[src/rtl/mat_vec_mult.sv]
// rtl/mat_vec_mult.sv - sequential signed matrix-vector multiplier, one MAC per clock
// Optional output clamping to the 22-bit range when MAT_VEC_SATURATE_EN is defined.
module mat_vec_mult #(
    parameter int SIZE_A    = 8,
    parameter int SIZE_B    = 8,
    parameter int FRAC_BITS = 16
) (
    input  logic                              clk,
    input  logic                              reset,
    input  logic                              start,
    input  logic signed [21:0]                in_matrix [SIZE_A][SIZE_B],
    input  logic signed [21:0]                in_vector [SIZE_B],
    input  logic                              out_ready,
    output logic                              busy,
    output logic                              out_valid,
    output logic [$clog2(SIZE_A)-1:0]         out_row,
    output logic signed [21:0]                out_data,
    output logic                              done
);
    localparam int RW    = $clog2(SIZE_A);
    localparam int CW    = (SIZE_B > 1) ? $clog2(SIZE_B) : 1;
    localparam int ACC_W = 44 + $clog2(SIZE_B);
    localparam logic [RW-1:0] LAST_ROW = RW'(SIZE_A - 1);
    localparam logic [CW-1:0] LAST_COL = CW'(SIZE_B - 1);

    typedef enum logic [1:0] {IDLE, MAC, OUT, DONE} state_t;

    state_t                   state;
    logic [RW-1:0]            row;
    logic [CW-1:0]            col;
    logic signed [ACC_W-1:0]  acc;
    logic signed [43:0]       prod;
    logic signed [ACC_W-1:0]  acc_next;
    logic signed [ACC_W-1:0]  shifted;
    logic signed [21:0]       result;

`ifdef MAT_VEC_SATURATE_EN
    localparam logic signed [ACC_W-1:0] SAT_MAX = ACC_W'(2097151);
    localparam logic signed [ACC_W-1:0] SAT_MIN = ACC_W'(-2097152);
`endif

    // The result register is loaded from the final sum on the last MAC cycle,
    // so a row is presented one cycle after its last product.
    always_comb begin
        prod     = in_matrix[row][col] * in_vector[col];
        acc_next = acc + ACC_W'(prod);
        shifted  = acc_next >>> FRAC_BITS;
`ifdef MAT_VEC_SATURATE_EN
        if (shifted > SAT_MAX)
            result = 22'h1FFFFF;
        else if (shifted < SAT_MIN)
            result = 22'h200000;
        else
            result = 22'(shifted);
`else
        result = 22'(shifted);
`endif
    end

    assign out_row = row;

    always_ff @(posedge clk) begin
        if (reset) begin
            state     <= IDLE;
            row       <= '0;
            col       <= '0;
            acc       <= '0;
            busy      <= 1'b0;
            out_valid <= 1'b0;
            out_data  <= '0;
            done      <= 1'b0;
        end else begin
            case (state)
                IDLE: begin
                    done <= 1'b0;
                    if (start) begin
                        state <= MAC;
                        busy  <= 1'b1;
                        row   <= '0;
                        col   <= '0;
                        acc   <= '0;
                    end
                end
                MAC: begin
                    acc <= acc_next;
                    col <= col + 1'b1;
                    if (col == LAST_COL) begin
                        state     <= OUT;
                        out_valid <= 1'b1;
                        out_data  <= result;
                    end
                end
                OUT: begin
                    if (out_ready) begin
                        out_valid <= 1'b0;
                        if (row == LAST_ROW) begin
                            state <= DONE;
                            done  <= 1'b1;
                        end else begin
                            state <= MAC;
                            row   <= row + 1'b1;
                            col   <= '0;
                            acc   <= '0;
                        end
                    end
                end
                DONE: begin
                    state <= IDLE;
                    done  <= 1'b0;
                    busy  <= 1'b0;
                end
                default: state <= IDLE;
            endcase
        end
    end
endmodule
[config.mk]
export PLATFORM = sky130hd
export DESIGN_NAME = mat_vec_mult
export DESIGN_NICKNAME = d
export VERILOG_FILES = /design/src/rtl/mat_vec_mult.sv
export SDC_FILE = /design/constraint.sdc
export NUM_CORES = 2
export LEC_CHECK = 0
export ABC_AREA = 1
export CORE_AREA = 2 2 635 637
export CTS_CLUSTER_SIZE = 8
export DETAILED_ROUTE_END_ITERATION = 10
export DIE_AREA = 0 0 637 639
export DONT_BUFFER_PORTS = 1
export PLACE_DENSITY = 0.3
export SLEW_MARGIN = 20
export SYNTH_ARGS = -nofsm -noshare
export SYNTH_HDL_FRONTEND = slang
export SYNTH_SLANG_ARGS = --single-unit
[constraint.sdc]
create_clock -name clk -period 28.4 [get_ports clk]
set_clock_uncertainty 0.2 [all_clocks]
set_input_delay 8.52 -clock clk [delete_from_list [all_inputs] [get_ports clk]]
set_output_delay 8.52 -clock clk [all_outputs]
set_load 0.02 [all_outputs]
## After elaboration in Yosys (flattened, before gate mapping)

Cells that the tools add are included.

| word-level totals | value |
|---|---|
| logic and storage cells | 73 |
| register bits after elaboration | 80 |
| output and inout bits | 28 |
| input port bits | 1,588 |

| cells by class | value |
|---|---|
| reductions and logical operators | 14 |
| magnitude comparators | 2 |
| muxes and demuxes | 33 |
| equal/unequal tests | 10 |
| bitwise gates (word level) | 2 |
| $mul | 1 |
| add/subtract/negate cells | 3 |

Operators with widths:

| kind | count |
|---|---|
| binary-select mux 176 bit (select 3 bit) | 1 |
| 2-to-1 mux 176 bit | 2 |
| 2-to-1 mux 47 bit | 3 |
| case mux 47 bit (3 select lines) | 1 |
| binary-select mux 22 bit (select 3 bit) | 2 |
| 2-to-1 mux 22 bit | 4 |
| adder 47 x 44 -> 47 bit | 1 |
| multiplier 22 x 22 -> 44 bit | 1 |
| 2-to-1 mux 3 bit | 5 |
| != test 2 bit, second input constant | 5 |
| case mux 3 bit (3 select lines) | 1 |
| AND reduction 3 bit | 3 |
| >= comparator 4 bit, second input constant | 2 |
| 2-to-1 mux 2 bit | 4 |
| NOT 3 -> 4 bit | 2 |
| case mux 2 bit (4 select lines) | 1 |
| AND reduction 4 bit | 2 |
| nonzero test 2 bit | 4 |
| adder 3 x 1 -> 3 bit, second input constant | 2 |
| == test 3 bit, second input constant | 2 |
| case mux 1 bit (2 select lines) | 3 |
| case mux 3 bit (2 select lines) | 1 |
| 2-to-1 mux 1 bit | 5 |
| == test 2 bit, second input constant | 2 |
| other kinds (5) | 6 |

## Logic depth before layout (Yosys ltp)

| depth | value |
|---|---|
| depth in word-level cells | 10 |
| mapped depth | 46 |
| mapped depth without buffers | 43 |

## Least setup slack after synthesis

Ideal clock, no wire load.

| timing path | value |
|---|---|
| path type | input-to-reg |
| start | input in_matrix[109] (netlist name) |
| end | register out_data[21] |
| data required time | 28.091 ns |
| path slack | 12.897 ns |
| stages | 36 |
| setup time | 0.109 ns |
| arrival | 15.194 ns |
| path buffers | 1 |
| cells stage by stage | nand2_1 nand3_1 nand3_1 nand2_1 nand2_1 nand3_1 nand3_1 nand2_2 inv_1 clkbuf_1 nor2_1 fa_1 fa_1 inv_1 fa_1 fa_1 inv_1 fa_1 fa_1 inv_1 fa_1 inv_1 ha_1 nand2_1 nor2_1 nand2_1 o311ai_0 a21oi_1 inv_1 a21oi_1 inv_1 nand3_1 nand2_1 nand2_1 nand2_1 inv_1 |

| between the ends | value |
|---|---|
| longest elaborated chain between the ends | 8 |

RTL lines:

| what | line | source |
|---|---|---|
| from (decl) | 11 | `input logic signed [21:0] in_matrix [SIZE_A][SIZE_B],` |
| binary-select mux 176 bit (select 3 bit) | 45 | `prod = in_matrix[row][col] * in_vector[col];` |
| 2-to-1 mux 176 bit (implied by the code) (2 in a row) | 45 |  |
| binary-select mux 22 bit (select 3 bit) | 45 |  |
| 2-to-1 mux 22 bit (implied by the code) (2 in a row) | 45 |  |
| multiplier 22 x 22 -> 44 bit | 45 |  |
| adder 47 x 44 -> 47 bit | 46 | `acc_next = acc + ACC_W'(prod);` |
| to (signal assigned) | 90 | `out_data <= result;` |
| to (decl) | 17 | `output logic signed [21:0] out_data,` |

Every way passes these cells. The select of a mux whose other input is x is not followed.
A chain may end at the register's enable or synchronous reset.

## Final worst setup path

| timing path | value |
|---|---|
| start | input in_matrix[938] (netlist name) |
| end | register out_data[21] |

Same word-level chain as after synthesis.

==> impl_metrics.yaml <==
run_status:
  outcome: "finished with violations"
  violations: "antenna violations"
worst_setup_path:
  start_kind: "input pin"
  end_kind: "register"
  slowest_delay_ps: 1100
  reg2regPathDepth: 43
  critPathMaxFanout: 13
  arrival_ps: 18320
  critPathSlowestCell: "o21ai_0"
  cpMostUsedCell: "inv_1"
  critical_path_class: "input pin to register"
  crit_required_ps: 28460
routing:
  drt-total-wl_mm: 443.6
  drc_errors: 0
  via_per_inst: 3.990
  ant_nets: 4
  wl_met3_mm: 36.81
  dr.pass1.iters: 6
  route.met2.wl_mm: 193.0
  dr.max_layer_used: "met5"
  wl_per_cell_um: 41.34
  drt_iter0_markers: 5292
  vias: 42820
  met1_length_mm: 202.8
yosys:
  syn-num-nets: 7798
  syn_area_mm2: 0.03482
  yosysUniqueCellTypes: 41
  yosys_warnings: 0
  post_synth.cell_area_avg_um2: 6.245
  yosysSeqAreaShare_pct: 4.082
  syn_inst: 5575
  synth_seq_cells: 71
final_layout:
  stdcell_area_mm2: 0.04132
  num-fill-cells: 47410
  layout-drive-gt1-share_pct: 3.899
  area_growth_pct: 18.69
  final_nets: 7527
timing:
  timing.final.crit_period_ps: 18260
  worst_pin_slew_ps: 1468
  tns_ps: 0
  rsz0062_at_grt: "false"
  relSlewSlack_pct: 2.128
  finalCritPeriodShare_pct: 64.30
  setup_viol: 0
  max_freq_mhz: 54.76
  final_hold_viol_count: 0
  slew_violations: 0
clocking:
  cts_num_sinks: 71
  cts_max_level: 3
  cts_setup_buffers: 0
  clock_latency_ps: 360
  cts_tree: "done"
  clk_pin_slew_worst_paths_ps: 60
  clockBufferDepth: 2
  cts_inserted_buffers: 9
  cts-root-buf: "clkbuf_16"
  post_cts_resized: 0
  cts.hold.buffers_added: 0
die:
  die_y_um: 639
  core-area_mm2: 0.4009
  die_area_mm2: 0.4070
  ioPinCount: 1616
  fp.dieW_um: 637
  start_util_pct: 8.686
  std_cell_rows: 233
placement:
  port_buffers: 0
  gp_congestion: 1.005
  placed_area_mm2: 0.04070
  dp_hpwl_mm: 397.2
global_route:
  grt_pass1_wl_mm: 540.9
  grt_pass1_vias: 41250
  antenna_found_initial: 420
  grt_max_degree: 95
  globalRoute.totalOverflow: 0
  grt.total_usage_pct: 20.99
min_path:
  hold_path.class: "register to register"
  hold_depth: 2
job:
  drv_cap: 0
-- logic make-up (layout without fill, tap and decap cells) --
group	Yosys count	in the layout	synth area share, %
compound gates	1277	1277	20.57
xor+xnor	29	29	0.7295
buf+inv	1161	895	13.61
fa+ha+maj	635	635	33.47
simple gates	2401	2401	27.48
flops	71	71	4.082
mux	1	1	0.06468
other cells	0	136	0
-- cell usage in the layout, fill, tap and decap left out, drive strengths merged, types with 2 or more instances in the layout --
cell / n
fa: 494
buf: 128
o211ai: 25
clkbuf: 9
o22ai: 299
or2: 10
nor4: 4
a31oi: 3
nor2: 938
a211oi: 2
nand2: 1061
nor3: 3
a21o: 7
a32o: 18
a21oi: 111
o21ai: 756
ha: 141
inv: 748
o221ai: 49
clkinv: 8
dfxtp: 71
xnor2: 13
diode: 136
nand3b: 2
nand3: 374
o21bai: 2
nand4: 8
xor2: 16
-- synth_stat cells --
cell type,n,area (um^2)
o221ai_1,49,429.2
and2_1,1,6.260
a311oi_1,1,8.760
a31oi_1,3,18.77
nand3b_1,2,15.01
buf_6,7,78.83
or2_2,10,62.56
nand4_1,8,50.05
o2111ai_1,1,8.760
o21bai_1,2,15.01
buf_2,120,600.6
a32o_1,18,180.2
a21o_1,7,52.55
nor3_1,3,15.01
buf_4,47,352.8
nand2_1,1053,3953
ha_1,141,1764
o211ai_1,25,187.7
a211oi_1,2,15.01
xnor2_1,13,113.9
o21ai_0,736,3684
o311ai_0,1,8.760
buf_1,23,86.33
clkbuf_1,213,799.5
o21a_1,1,7.510
fa_1,494,9889
dfxtp_1,71,1421
o31ai_1,1,7.510
nand2_2,8,50.05
clkinv_1,5,18.77
o21ai_1,17,85.08
xor2_1,16,140.1
inv_1,726,2725
a21oi_1,111,555.5
o21ai_2,3,26.28
nor2_1,938,3521
nor4_1,4,25.02
nand3_1,374,1872
mux2i_4,1,22.52
o22ai_1,299,1871
inv_2,20,75.07
-- sequential cells by signal, indices dropped and copies added (netlist names) --
register   count
acc           38
out_data      22
col            3
out_row        3
state          2
busy           1
done           1
out_valid      1
-- area by class of cell --
type | count | area [um^2] | area share (%)
clock inverters | 7 | 62.56 | 0.1514
clock buffers | 9 | 225.2 | 0.5450
multi-input cells | 4343 | 28760 | 69.59
inverters | 751 | 2856 | 6.912
flip-flops and latches | 71 | 1444 | 3.494
repair buffers | 128 | 1023 | 2.477
well taps | 5287 | 6615 | 16.01
diodes | 136 | 340.3 | 0.8235
-- metal layers --
metal,track usage [%],vias to the layer above
li1,-,17540
met1,29.18,21790
met2,32.62,2643
met3,5.463,709
met4,3.756,144
met5,0,-
-- worst paths after layout --
path                  startpoint           end  slack [ps]
setup / recovery  in_matrix[938]  out_data[21]       10140
hold / removal            acc[0]        acc[0]         270
setup reg to reg      out_row[0]  out_data[21]       14540
hold reg to reg           acc[0]        acc[0]         270
-- critical path: cells and delay by family --
kind	cells	cell delay, ps
simple gates	9	1000
compound gates	9	3520
fa+ha+maj	8	3850
buf+inv	12	1340
-- metrics by stage --
stage	utilization, %	hold slack (ps)	setup WS (ps)	cells
after CTS	10.22	272.1	10180	10600
after global placement	10.15	257.0	9779	10580
after global routing	10.26	292.9	9957	10650
after detailed placement	10.15	262.3	9836	10580
after floorplan	-	249.7	12900	5575
final	10.31	271.3	10140	10730
Power is left out: the tool's default activity adds up to more than one toggle a clock period on the data nets, which glitch-free logic cannot reach.
